$ cat src/rtl/vga_pkg.sv
// vga_pkg
//   Shared definitions for the VGA raster path, used by the timing generator and
//   by the downstream reset-blanking output stage.
//   Contents: RGB333 pixel type, 640x480@60 default timing, sync polarity
//   constants, counter width and a helper that turns a sync flag into a pin level.
package vga_pkg;

  typedef logic [8:0] rgb333_t;

  localparam int unsigned CNT_W = 10;

  localparam int unsigned VGA_H_ACTIVE = 640;
  localparam int unsigned VGA_H_FP     = 16;
  localparam int unsigned VGA_H_SYNC   = 96;
  localparam int unsigned VGA_H_BP     = 48;
  localparam int unsigned VGA_V_ACTIVE = 480;
  localparam int unsigned VGA_V_FP     = 10;
  localparam int unsigned VGA_V_SYNC   = 2;
  localparam int unsigned VGA_V_BP     = 33;

  localparam bit POL_ACTIVE_LOW  = 1'b0;
  localparam bit POL_ACTIVE_HIGH = 1'b1;
  localparam bit VGA_HSYNC_POL   = POL_ACTIVE_LOW;
  localparam bit VGA_VSYNC_POL   = POL_ACTIVE_LOW;

  // Pin level for a sync signal: the active level when asserted, its inverse otherwise.
  function automatic logic sync_level(input logic pol, input logic asserted);
    return asserted ? pol : ~pol;
  endfunction

endpackage

$ cat src/rtl/vga_timing_gen_if.sv
// vga_timing_gen_if
//   Pixel fetch bus between the timing generator and the frame source.
//   pix_req  : fetch request, active-area only
//   pix_x/y  : requested column/line, valid while pix_req
//   pix_rgb  : RGB333 returned by the source a fixed latency after pix_req
//   master = timing generator, slave = frame source.
interface vga_timing_gen_if;
  import vga_pkg::*;

  logic             pix_req;
  logic [CNT_W-1:0] pix_x;
  logic [CNT_W-1:0] pix_y;
  rgb333_t          pix_rgb;

  modport master (output pix_req, output pix_x, output pix_y, input pix_rgb);
  modport slave  (input pix_req, input pix_x, input pix_y, output pix_rgb);

endinterface

$ cat src/rtl/vga_delay_line.sv
// vga_delay_line
//   Fixed-depth shift register with a programmable reset value.
//   Parameters: WIDTH (bits per stage), DEPTH (stages, >= 1), RST_VAL.
//   Ports:
//     clk    : clock, rising edge
//     rst_n  : asynchronous active-low reset, loads RST_VAL into every stage
//     d_i    : data in
//     q_o    : data in delayed by DEPTH clocks
module vga_delay_line #(
  parameter int unsigned          WIDTH   = 3,
  parameter int unsigned          DEPTH   = 2,
  parameter logic [WIDTH-1:0]     RST_VAL = '0
) (
  input  logic             clk,
  input  logic             rst_n,
  input  logic [WIDTH-1:0] d_i,
  output logic [WIDTH-1:0] q_o
);

  logic [WIDTH-1:0] stage_q [DEPTH];

  always_ff @(posedge clk or negedge rst_n) begin
    if (!rst_n) begin
      for (int i = 0; i < DEPTH; i++) stage_q[i] <= RST_VAL;
    end else begin
      stage_q[0] <= d_i;
      for (int i = 1; i < DEPTH; i++) stage_q[i] <= stage_q[i-1];
    end
  end

  assign q_o = stage_q[DEPTH-1];

endmodule

$ cat src/rtl/vga_timing_gen.sv
// vga_timing_gen
//   Pixel-clock VGA raster timing generator and pixel aligner. Runs the H/V
//   counters, requests pixels from the frame source PIPE_LAT cycles ahead and
//   re-aligns the returned pixel with delayed de/hsync/vsync so that all outputs
//   leave one register stage together, PIPE_LAT+1 cycles after the counter state.
//   Ports:
//     clk_pixel : pixel clock, rising edge
//     reset_n   : asynchronous active-low reset
//     enable    : run raster; low clears and holds counters at (0,0)
//     pix_bus   : fetch bus (master) - pix_req/pix_x/pix_y out, pix_rgb in
//     rgb       : aligned RGB333, 0 outside active video
//     hsync     : horizontal sync, level HSYNC_POL when asserted
//     vsync     : vertical sync, level VSYNC_POL when asserted
//     de        : data enable
//     frame_start : only with VGA_TIMING_FRAME_STROBE_EN defined; one-cycle
//                   pulse with the output pixel at (0,0)
module vga_timing_gen
  import vga_pkg::*;
#(
  parameter int unsigned H_ACTIVE  = VGA_H_ACTIVE,
  parameter int unsigned H_FP      = VGA_H_FP,
  parameter int unsigned H_SYNC    = VGA_H_SYNC,
  parameter int unsigned H_BP      = VGA_H_BP,
  parameter int unsigned V_ACTIVE  = VGA_V_ACTIVE,
  parameter int unsigned V_FP      = VGA_V_FP,
  parameter int unsigned V_SYNC    = VGA_V_SYNC,
  parameter int unsigned V_BP      = VGA_V_BP,
  parameter bit          HSYNC_POL = VGA_HSYNC_POL,
  parameter bit          VSYNC_POL = VGA_VSYNC_POL,
  parameter int unsigned PIPE_LAT  = 2
) (
  input  logic             clk_pixel,
  input  logic             reset_n,
  input  logic             enable,
  vga_timing_gen_if.master pix_bus,
  output rgb333_t          rgb,
  output logic             hsync,
  output logic             vsync,
  output logic             de
`ifdef VGA_TIMING_FRAME_STROBE_EN
  ,
  output logic             frame_start
`endif
);

  localparam int unsigned H_TOTAL = H_ACTIVE + H_FP + H_SYNC + H_BP;
  localparam int unsigned V_TOTAL = V_ACTIVE + V_FP + V_SYNC + V_BP;

  localparam logic [CNT_W-1:0] H_LAST   = CNT_W'(H_TOTAL - 1);
  localparam logic [CNT_W-1:0] V_LAST   = CNT_W'(V_TOTAL - 1);
  localparam logic [CNT_W-1:0] H_ACT_C  = CNT_W'(H_ACTIVE);
  localparam logic [CNT_W-1:0] V_ACT_C  = CNT_W'(V_ACTIVE);
  localparam logic [CNT_W-1:0] HS_START = CNT_W'(H_ACTIVE + H_FP);
  localparam logic [CNT_W-1:0] HS_END   = CNT_W'(H_ACTIVE + H_FP + H_SYNC);
  localparam logic [CNT_W-1:0] VS_START = CNT_W'(V_ACTIVE + V_FP);
  localparam logic [CNT_W-1:0] VS_END   = CNT_W'(V_ACTIVE + V_FP + V_SYNC);

  localparam int unsigned F_VS    = 0;
  localparam int unsigned F_HS    = 1;
  localparam int unsigned F_ACT   = 2;
`ifdef VGA_TIMING_FRAME_STROBE_EN
  localparam int unsigned F_FIRST = 3;
  localparam int unsigned FLAG_W  = 4;
`else
  localparam int unsigned FLAG_W  = 3;
`endif

  if (H_FP == 0 || H_SYNC == 0 || H_BP == 0 || V_FP == 0 || V_SYNC == 0 || V_BP == 0) begin : g_bad_porch
    $error("vga_timing_gen: porch and sync widths must be non-zero");
  end
  if (PIPE_LAT < 1 || PIPE_LAT > 8) begin : g_bad_lat
    $error("vga_timing_gen: PIPE_LAT must be 1..8");
  end
  if (H_TOTAL > (1 << CNT_W) || V_TOTAL > (1 << CNT_W)) begin : g_bad_total
    $error("vga_timing_gen: raster totals exceed the counter width");
  end

  logic [CNT_W-1:0] h_q, h_d, v_q, v_d;
  logic             run;
  logic             active_c, hs_c, vs_c;
  logic [FLAG_W-1:0] flags_c, flags_dly;
  rgb333_t          rgb_q;
  logic             hsync_q, vsync_q, de_q;

  // reset_n is folded in so pix_req stays low while reset holds the counters at (0,0).
  assign run = enable & reset_n;

  always_comb begin
    h_d = h_q;
    v_d = v_q;
    if (!enable) begin
      h_d = '0;
      v_d = '0;
    end else if (h_q == H_LAST) begin
      h_d = '0;
      v_d = (v_q == V_LAST) ? '0 : v_q + CNT_W'(1);
    end else begin
      h_d = h_q + CNT_W'(1);
    end
  end

  always_ff @(posedge clk_pixel or negedge reset_n) begin
    if (!reset_n) begin
      h_q <= '0;
      v_q <= '0;
    end else begin
      h_q <= h_d;
      v_q <= v_d;
    end
  end

  // Flags are gated by run so the cycle in which enable drops already feeds
  // inactive entries into the pipeline, matching the withdrawn pix_req.
  assign active_c = run && (h_q < H_ACT_C) && (v_q < V_ACT_C);
  assign hs_c     = run && (h_q >= HS_START) && (h_q < HS_END);
  assign vs_c     = run && (v_q >= VS_START) && (v_q < VS_END);

  assign pix_bus.pix_req = active_c;
  assign pix_bus.pix_x   = active_c ? h_q : '0;
  assign pix_bus.pix_y   = active_c ? v_q : '0;

  always_comb begin
    flags_c        = '0;
    flags_c[F_ACT] = active_c;
    flags_c[F_HS]  = hs_c;
    flags_c[F_VS]  = vs_c;
`ifdef VGA_TIMING_FRAME_STROBE_EN
    flags_c[F_FIRST] = run && (h_q == '0) && (v_q == '0);
`endif
  end

  vga_delay_line #(
    .WIDTH   (FLAG_W),
    .DEPTH   (PIPE_LAT),
    .RST_VAL (FLAG_W'(0))
  ) u_flag_dly (
    .clk   (clk_pixel),
    .rst_n (reset_n),
    .d_i   (flags_c),
    .q_o   (flags_dly)
  );

  // Delayed flags now line up with pix_rgb; register both together so every
  // output changes on the same edge.
  always_ff @(posedge clk_pixel or negedge reset_n) begin
    if (!reset_n) begin
      rgb_q   <= '0;
      de_q    <= 1'b0;
      hsync_q <= ~HSYNC_POL;
      vsync_q <= ~VSYNC_POL;
    end else begin
      rgb_q   <= flags_dly[F_ACT] ? pix_bus.pix_rgb : '0;
      de_q    <= flags_dly[F_ACT];
      hsync_q <= sync_level(HSYNC_POL, flags_dly[F_HS]);
      vsync_q <= sync_level(VSYNC_POL, flags_dly[F_VS]);
    end
  end

  assign rgb   = rgb_q;
  assign de    = de_q;
  assign hsync = hsync_q;
  assign vsync = vsync_q;

`ifdef VGA_TIMING_FRAME_STROBE_EN
  logic frame_start_q;

  always_ff @(posedge clk_pixel or negedge reset_n) begin
    if (!reset_n) frame_start_q <= 1'b0;
    else          frame_start_q <= flags_dly[F_FIRST];
  end

  assign frame_start = frame_start_q;
`endif

endmodule

$ cat src/flat_wrapper.sv
// flat-port wrapper written by rule: the top's interface ports become plain ports
module vga_timing_gen_flat import vga_pkg::*;
#(
  parameter int unsigned H_ACTIVE  = VGA_H_ACTIVE,
  parameter int unsigned H_FP      = VGA_H_FP,
  parameter int unsigned H_SYNC    = VGA_H_SYNC,
  parameter int unsigned H_BP      = VGA_H_BP,
  parameter int unsigned V_ACTIVE  = VGA_V_ACTIVE,
  parameter int unsigned V_FP      = VGA_V_FP,
  parameter int unsigned V_SYNC    = VGA_V_SYNC,
  parameter int unsigned V_BP      = VGA_V_BP,
  parameter bit          HSYNC_POL = VGA_HSYNC_POL,
  parameter bit          VSYNC_POL = VGA_VSYNC_POL,
  parameter int unsigned PIPE_LAT  = 2
)
  (clk_pixel, reset_n, enable, rgb, hsync, vsync, de, pix_bus_pix_req, pix_bus_pix_x, pix_bus_pix_y, pix_bus_pix_rgb);
  vga_timing_gen_if pix_bus_i ();
  input  logic clk_pixel;
  input  logic reset_n;
  input  logic enable;
  output rgb333_t rgb;
  output logic hsync;
  output logic vsync;
  output logic de;
  output wire logic [$bits(pix_bus_i.pix_req)-1:0] pix_bus_pix_req;
  output wire logic [$bits(pix_bus_i.pix_x)-1:0] pix_bus_pix_x;
  output wire logic [$bits(pix_bus_i.pix_y)-1:0] pix_bus_pix_y;
  input wire logic [$bits(pix_bus_i.pix_rgb)-1:0] pix_bus_pix_rgb;
  assign pix_bus_pix_req = pix_bus_i.pix_req;
  assign pix_bus_pix_x = pix_bus_i.pix_x;
  assign pix_bus_pix_y = pix_bus_i.pix_y;
  assign pix_bus_i.pix_rgb = pix_bus_pix_rgb;
  vga_timing_gen #(.H_ACTIVE(H_ACTIVE), .H_FP(H_FP), .H_SYNC(H_SYNC), .H_BP(H_BP), .V_ACTIVE(V_ACTIVE), .V_FP(V_FP), .V_SYNC(V_SYNC), .V_BP(V_BP), .HSYNC_POL(HSYNC_POL), .VSYNC_POL(VSYNC_POL), .PIPE_LAT(PIPE_LAT)) u_core (.clk_pixel(clk_pixel), .reset_n(reset_n), .enable(enable), .pix_bus(pix_bus_i), .rgb(rgb), .hsync(hsync), .vsync(vsync), .de(de));
endmodule
$ cat config.mk
export PLATFORM = sky130hd
export DESIGN_NAME = vga_timing_gen_flat
export DESIGN_NICKNAME = d
export VERILOG_FILES = /design/src/rtl/vga_pkg.sv /design/src/rtl/vga_timing_gen_if.sv /design/src/rtl/vga_delay_line.sv /design/src/rtl/vga_timing_gen.sv /design/src/flat_wrapper.sv
export SDC_FILE = /design/constraint.sdc
export NUM_CORES = 1
export LEC_CHECK = 0
export CELL_PAD_IN_SITES_DETAIL_PLACEMENT = 1
export CELL_PAD_IN_SITES_GLOBAL_PLACEMENT = 2
export CORE_MARGIN = 4
export CORE_UTILIZATION = 27
export CTS_CLUSTER_SIZE = 12
export DETAILED_ROUTE_END_ITERATION = 16
export PLACE_DENSITY = 0.79
export SETUP_SLACK_MARGIN = 0.4
export SYNTH_ARGS = -nofsm -noshare
export SYNTH_HDL_FRONTEND = slang
export SYNTH_HIERARCHICAL = 1
export SYNTH_SLANG_ARGS = --single-unit
$ cat constraint.sdc
create_clock -name clk_pixel -period 1.88 [get_ports clk_pixel]
set_input_delay 0.282 -clock clk_pixel [delete_from_list [all_inputs] [get_ports clk_pixel]]
set_output_delay 0.282 -clock clk_pixel [all_outputs]
set_load 0.1 [all_outputs]
; ---- After elaboration in Yosys (flattened, before gate mapping)
; Index checks and enable logic that the tools add are counted.
[word_totals]
regBits = 38
latchBits = 0
ramBits = 0
rom_bits = 0
output_inout_bits = 33
memories = 0
[op_classes]
addsub = 2
n_mul = 0
n_div = 0
magnitude_cmp = 6
eq_ne = 3
shift = 0
n_mux = 10
n_bitwise = 1
reduce_logical = 6
[op_table]
columns = operator, count
row1 = $mux W10, 7
row2 = $add A10 B1 Y10 const B, 2
row3 = $eq A10 B10 Y1 const B, 2
row4 = $lt A10 B10 Y1 const B, 2
row5 = $lt A10 B9 Y1 const B, 2
row6 = $ge A10 B10 Y1 const B, 1
row7 = $ge A10 B9 Y1 const B, 1
row8 = $mux W9, 1
row9 = $logic_and A1 B1 Y1, 6
row10 = $mux W1, 2
row11 = $ne A2 B1 Y1 const B, 1
row12 = $and A1 B1 Y1, 1

; ---- Depth between registers and ports, before layout
; Gate-level depths: netlist (run 1).
[logic_depth]
word_depth = 4
ltp_mapped = 7
ltp_nobuf = 6

; ---- By module
; The synthesis (run 1) kept the hierarchy.
[by_module_without_submodules]
columns = mod, instances, cells_each, area_each_um2, seq_area_each_um2
row1 = vga_timing_gen, 1, 164, 1645.3, 803.3
row2 = vga_delay_line, 1, 9, 172.7, 150.1

; ---- Least setup slack after synthesis (run 1)
; No wires, ideal clock.
[synth_timing]
kind = register -> output
from = register u_core.h_q[7]
to = output pix_bus_pix_y[0]
t_arrival_ns = 2.608
path_slack_ns = -1.010
stages_incl_launch_ff = 5
n_path_buf = 1
cell_sequence = dfrtp_1 > o21ai_0 > and3_1 > clkbuf_1 > and2_1
[synth_via]
elab_chain_cells = 4
[synth_lines]
columns = element, line
row1 = start: declaration, vga_timing_gen.sv:78  ; logic [CNT_W-1:0] h_q, h_d, v_q, v_d;
row2 = start signal: assignment, vga_timing_gen.sv:104  ; h_q <= '0;
row3 = start signal: assignment, vga_timing_gen.sv:107  ; h_q <= h_d;
row4 = $lt A10 B10 Y1, vga_timing_gen.sv:114  ; assign active_c = run && (h_q < H_ACT_C) && (v_q < V_ACT_C);
row5 = $logic_and A1 B1 Y1 (2 in a row), vga_timing_gen.sv:114
row6 = named net pix_bus_pix_req, flat_wrapper.sv:25  ; output wire logic [$bits(pix_bus_i.pix_req)-1:0] pix_bus_pix_req;
row7 = $mux W10, vga_timing_gen.sv:120  ; assign pix_bus.pix_y = active_c ? v_q : '0;
row8 = end: declaration, flat_wrapper.sv:27  ; output wire logic [$bits(pix_bus_i.pix_y)-1:0] pix_bus_pix_y;
; The timed path passes the listed nets, and every way through them passes these cells.

; ---- Worst setup path after layout (run 1)
[layout_timing]
from = register u_core.h_q[7]
to = output pix_bus_pix_y[6]
[layout_via]
elab_chain_cells = 4
[layout_lines]
columns = element, line
row1 = $lt A10 B10 Y1, vga_timing_gen.sv:114
row2 = $logic_and A1 B1 Y1 (2 in a row), vga_timing_gen.sv:114
row3 = $mux W10, vga_timing_gen.sv:120
; Every way passes these cells.

==> results of run 1 <==
cell families after synthesis:
| kind of cell | synth area share |
|---|---|
| AO/OA/AOI/OAI | 0.0929 |
| XOR/XNOR | 0.0385 |
| adder cells (fa/ha/maj) | 0.0275 |
| buffers and inverters | 0.0530 |
| flip-flops | 0.524 |
| other | 0.00206 |
| AND/OR/NAND/NOR | 0.262 |
routing by layer:
| metal | global-route usage | vias up |
|---|---|---|
| met4 | 0.0421 | 0 |
| met5 | 0 | - |
| met3 | 0.0326 | 5 |
| met2 | 0.219 | 40 |
| met1 | 0.188 | 792 |
| li1 | - | 753 |
metrics by stage:
| step | worst slack, ns | cells | total power (µW) | utilization |
|---|---|---|---|---|
| finish | 0.0152 | 329 | 1720 | 0.475 |
| global route | -0.0460 | 329 | 1790 | 0.475 |
| CTS | 0.0256 | 326 | 1730 | 0.466 |
| detailed placement | -0.0698 | 302 | 1120 | 0.417 |
| global placement | -0.0504 | 302 | 1120 | 0.417 |
| floorplan | 0.261 | 173 | 1020 | - |
critical path: stages (launching register included):
cell and delay [ns]:
dfrtp_2 0.43, o21ai_4 0.25, and3_4 0.29, and2_4 0.17, buf_12 0.16
state kept, by name (all words and copies together), names as in the netlist:
signal                     cells
u_core/u_flag_dly/stage_q      3
u_core/u_flag_dly/q_o          3
u_core/vsync                   1
u_core/v_q                    10
u_core/h_q                    10
u_core/hsync                   1
u_core/rgb                     9
u_core/de                      1
power breakdown:
part,internal [µW],switching [µW],total [µW]
logic,97.4,180,278
registers,836,21.9,858
clock network,295,288,583
path summary, 6_finish.rpt:
kind	start	endpoint	slack, ns	depth (start not counted)
hold reg to reg	u_core/u_flag_dly/q_o[0]	u_core/vsync	0.35	1
max in group asynchronous	reset_n	u_core/h_q[7]	1.37	2
min in group clk_pixel	u_core/u_flag_dly/q_o[0]	u_core/vsync	0.35	1
setup reg to reg	u_core/h_q[7]	u_core/v_q[6]	0.04	6
setup / recovery	u_core/h_q[7]	pix_bus_pix_y[6]	0.02	4
hold / removal	reset_n	u_core/v_q[0]	0.13	2
cells in the mapped netlist (2+ instances only):
cell,n,share of area
a22o_1,3,0.014
nor2_1,10,0.021
clkbuf_1,3,0.0062
and2_1,30,0.10
and4_1,2,0.0096
nand2_1,10,0.021
dfrtp_1,36,0.50
nor4_1,3,0.010
o21ai_1,3,0.0083
dfstp_2,2,0.029
buf_2,2,0.0055
nand3_1,5,0.014
o211ai_1,2,0.0083
nor3_1,6,0.017
buf_4,4,0.017
xnor2_1,4,0.019
inv_1,9,0.019
o21ai_0,3,0.0083
nand4_1,5,0.017
xor2_1,4,0.019
o31ai_1,3,0.012
ha_1,4,0.028
and3_1,2,0.0069
cell type report:
class	count	area, µm²
flip-flops and latches	38	957
fillers	683	3390
multi-input cells	119	990
repair buffers	78	893
inverters	9	33.8
clock inverters	2	12.5
clock buffers	6	82.6
well taps	77	96.3
what timing repair did:
action,in CTS,in global routing
endpoints found under the setup margin,30,36
pin swaps,25,4
resized for setup,22,8
cloned,3,0
buffers inserted,13,3
==> impl_metrics.env, run 1 <==
export IMPL_most_common_layout_cells="42 x buf_4, 33 x dfrtp_1, 22 x buf_12, 19 x and2_4, 11 x and2_1"
export IMPL_cts_root_buf="clkbuf_8"
export IMPL_start_util=0.281
export IMPL_grt_use_total=0.138
export IMPL_fin_skew_ns=0.00549
export IMPL_synth_area_um2=1820
export IMPL_cp_max_fo=5
export IMPL_rsz0062_at_grt="true"
export IMPL_place_hpwl_um=3520
export IMPL_irDropWorstVdd_v=0.000228
export IMPL_setup_violations=0
export IMPL_grt_overflow_total=0
export IMPL_power_density_nw_per_um2=561
export IMPL_grt_max_degree=39
export IMPL_core_area_um2=6460
export IMPL_mostFrequentLayoutCell="buf_4"
export IMPL_antennaDiodeCount=0
export IMPL_io_buffers=43
export IMPL_dr_total_vias=1590
export IMPL_top_layer="met4"
export IMPL_drtIter0Drc=72
export IMPL_cts_buffers=5
export IMPL_antenna_found_initial=0
export IMPL_fmax_ghz=0.536
export IMPL_ys_flop_type="dfrtp_1"
export IMPL_tritoncts="done"
export IMPL_final_nets=267
export IMPL_status="finished, final reports clean"
export IMPL_pin_count=45
export IMPL_period_minus_slack_ns=1.86
export IMPL_synthArstFlopShare=1.00
export IMPL_startpoint_type="flop"
export IMPL_drc=0
export IMPL_syn_num_nets=189
export IMPL_cts_path_max_buffers=2
export IMPL_report_final_hold_viol_count=0
export IMPL_synth_edff_count=0
export IMPL_critPathKind="flop to output port"
export IMPL_clkTransAtPathRegs_ns=0.08
export IMPL_post_dp_cell_area_um2=2700
export IMPL_cap_violations=0
export IMPL_route_met2_wl_um=2670
export IMPL_ant_nets=0
export IMPL_slew_violations=0
export IMPL_synth_ff_latch_count=38
export IMPL_fin_tns_setup_ns=0
export IMPL_synthCells=173
export IMPL_first_global_vias=1673
export IMPL_die_height_um=90.1
export IMPL_die_area_um2=8110
export IMPL_core_rowCount=29
export IMPL_grt_pass1_wl_um=8960
export IMPL_h_tree_depth=2
export IMPL_met3RoutedLength_um=244
export IMPL_via_per_inst=4.83
export IMPL_worstPathRequired_ns=1.60
export IMPL_ys_warnings_count=6
export IMPL_fin_worst_hold_slack_ns=0.133
export IMPL_wl_met1_um=2490
export IMPL_design_area_um2=3070
export IMPL_cts_num_sinks=38
export IMPL_clkLatencyLatePin_ns=0.28
export IMPL_finalCritPeriodShare=0.992
export IMPL_holdCritPathClass="input port to asynchronous set/reset pin"
export IMPL_die_w_um=90.1
export IMPL_finalWirelength_um=5490
export IMPL_cp_arrival_ns=1.58
export IMPL_gp_congestion=0.798
export IMPL_hold_buffers=0
export IMPL_critPathCaptureType="output port"
export IMPL_yosysSeqAreaShare=0.524
export IMPL_wl_per_cell_um=16.7
export IMPL_leakagePower_uw=0.00136
export IMPL_drt_first_pass_iters=4
export IMPL_syn_avg_cell_area_um2=10.5
export IMPL_drive_above_1_share=0.504
export IMPL_synth_cell_types=41
export IMPL_area_growth_pct=68.6
Power figures use the tool's default switching activity.
==> run 2: changes to the inputs <==
--- a/config.mk
+++ b/config.mk
@@ -5,6 +5,7 @@
 export SDC_FILE = /design/constraint.sdc
 export NUM_CORES = 1
 export LEC_CHECK = 0
+export ABC_CLOCK_PERIOD_IN_PS = 1880
 export CELL_PAD_IN_SITES_DETAIL_PLACEMENT = 1
 export CELL_PAD_IN_SITES_GLOBAL_PLACEMENT = 2
 export CORE_MARGIN = 4
@@ -12,6 +13,7 @@
 export CTS_CLUSTER_SIZE = 12
 export DETAILED_ROUTE_END_ITERATION = 16
 export PLACE_DENSITY = 0.79
+export REMOVE_ABC_BUFFERS = 1
 export SETUP_SLACK_MARGIN = 0.4
 export SYNTH_ARGS = -nofsm -noshare
 export SYNTH_HDL_FRONTEND = slang
==> run 2 against run 1 <==
Net effect: the run now ends with setup timing left; die area stayed put; flip-flop and latch count stayed put; worst setup slack worse by 0.063 ns; cell count is 0.30% lower; critical endpoint is now u_core/v_q[7].
==> impl_metrics.env, run 2 (synthesis gave the netlist of run 1 again) <==
export IMPL_startpoint_type="flop"
export IMPL_tritoncts="done"
export IMPL_rr_startpoint="u_core/h_q[7]"
export IMPL_setup_violations=26
export IMPL_report_final_hold_viol_count=0
export IMPL_post_dp_cell_area_um2=2680
export IMPL_drc=0
export IMPL_grt_use_total=0.127
export IMPL_via_per_inst=4.68
export IMPL_fin_skew_ns=0.00469
export IMPL_reg2reg_to="u_core/v_q[7]"
export IMPL_power_density_nw_per_um2=561
export IMPL_tightest_slew_ns=0.502
export IMPL_irDropWorstVdd_v=0.000276
export IMPL_cts_buffers=5
export IMPL_die_height_um=90.1
export IMPL_holdCritPathClass="input port to asynchronous set/reset pin"
export IMPL_r2r_setup_slack_ns=-0.05
export IMPL_leakagePower_uw=0.00135
export IMPL_design_area_um2=3070
export IMPL_cp_max_fo=4
export IMPL_drt_first_pass_iters=4
export IMPL_critPathKind="flop to flop"
export IMPL_grt_max_degree=39
export IMPL_critPathCaptureType="flop"
export IMPL_core_area_um2=6460
export IMPL_area_growth_pct=68.9
export IMPL_first_global_vias=1591
export IMPL_start_util=0.281
export IMPL_finalWirelength_um=4980
export IMPL_slew_headroom=0.665
export IMPL_violations="setup timing"
export IMPL_core_rowCount=29
export IMPL_antennaDiodeCount=0
export IMPL_cts_num_sinks=38
export IMPL_dr_total_vias=1536
export IMPL_most_common_layout_cells="37 x buf_4, 33 x dfrtp_1, 22 x buf_12, 19 x and2_4, 11 x and2_1"
export IMPL_cts_path_max_buffers=2
export IMPL_io_buffers=43
export IMPL_slew_violations=0
export IMPL_period_minus_slack_ns=1.93
export IMPL_fin_worst_hold_slack_ns=0.107
export IMPL_worstPathRequired_ns=2.05
export IMPL_cap_violations=0
export IMPL_wl_per_cell_um=15.2
export IMPL_grt_pass1_wl_um=8400
export IMPL_status="complete, but fails checks"
export IMPL_die_area_um2=8110
export IMPL_rsz0062_at_grt="true"
export IMPL_drtIter0Drc=30
export IMPL_die_w_um=90.1
export IMPL_drive_above_1_share=0.494
export IMPL_cts_root_buf="clkbuf_8"
export IMPL_pin_count=45
export IMPL_place_hpwl_um=3450
export IMPL_worstRegToRegCells=8
export IMPL_gp_congestion=0.875
export IMPL_grt_overflow_total=0
export IMPL_mostFrequentLayoutCell="buf_4"
export IMPL_finalCritPeriodShare=1.03
export IMPL_h_tree_depth=2
export IMPL_ant_nets=0
export IMPL_clkTransAtPathRegs_ns=0.08
export IMPL_clkLatencyLatePin_ns=0.28
export IMPL_final_nets=266
export IMPL_cp_arrival_ns=2.10
export IMPL_antenna_found_initial=0
export IMPL_fmax_ghz=0.519
export IMPL_fin_ws_ns=-0.0479
run 2: cell types whose count changed in the layout (fill, tap and decap cells not counted), moves of 2 or more:
cell	previous run	this run
and3_4	4	1
buf_4	42	37
buf_6	3	9
ha_1	2	4
ha_2	2	0
nor2_1	7	9
o21ai_2	3	5
run 2: through the flow:
step | setup TNS (ns) | worst slack [ns] | std cells | power [µW] | utilization
6_report | -0.539 | -0.0479 | 328 | 1720 | 0.475
5_1_grt | -3.26 | -0.207 | 328 | 1810 | 0.475
4_1_cts | -0.781 | -0.0491 | 325 | 1750 | 0.465
3_5_place_dp | -2.66 | -0.143 | 311 | 1120 | 0.415
3_3_place_gp | -1.64 | -0.0968 | 311 | 1120 | 0.415
2_1_floorplan | -16.52 | -0.870 | 163 | 1010 | -
run 2: how the worst max path moves through the flow:
stage	start	to	slack [ns]	cells after the start
global route	u_core/h_q[7]	u_core/v_q[6]	-0.21	8
global placement	enable	pix_bus_pix_y[0]	-0.1	7
detailed placement	enable	pix_bus_pix_x[3]	-0.14	7
floorplan	u_core/h_q[7]	pix_bus_pix_x[0]	-0.87	3
CTS	u_core/h_q[7]	pix_bus_pix_x[9]	-0.05	6
finish	u_core/h_q[7]	u_core/v_q[7]	-0.05	8
run 2: power by group:
group	leakage, µW	total (µW)	switching, µW	internal (µW)
combinational	0.000794	284	180	104
sequential	0.000508	856	20.1	836
clock	0.0000472	580	286	295
total	0.00135	1720	486	1240
run 2: timing repair:
action                                  CTS  global route
gates resized for setup                  56             7
buffers inserted                          5             3
endpoints found under the hold margin     0             0
cloned                                    1             0
pin swaps                                21             8
endpoints found under the setup margin   30            37
hold buffers                              0             0
run 2: layout make-up:
| class | instances | area [µm²] |
|---|---|---|
| Multi-Input combinational cell | 116 | 950 |
| Timing Repair Buffer | 80 | 938 |
| Clock inverter | 2 | 12.5 |
| Inverter | 9 | 33.8 |
| Sequential cell | 38 | 957 |
| Tap cell | 77 | 96.3 |
| Clock buffer | 6 | 82.6 |
| Fill cell | 690 | 3390 |
run 2: per-layer routing:
metal | global-route usage | share of wire | vias up
met1 | 0.172 | 0.44 | 756
li1 | - | - | 744
met4 | 0.0230 | 0.0056 | 0
met5 | 0 | 0 | -
met3 | 0.0317 | 0.035 | 5
met2 | 0.210 | 0.52 | 31
run 2: worst max-delay path, stage by stage (launching register included):
cell,delay [ns]
dfrtp_2,0.42
buf_4,0.13
buf_6,0.10
buf_6,0.11
nor4b_4,0.29
buf_4,0.18
a31oi_1,0.07
buf_4,0.16
a221o_1,0.34
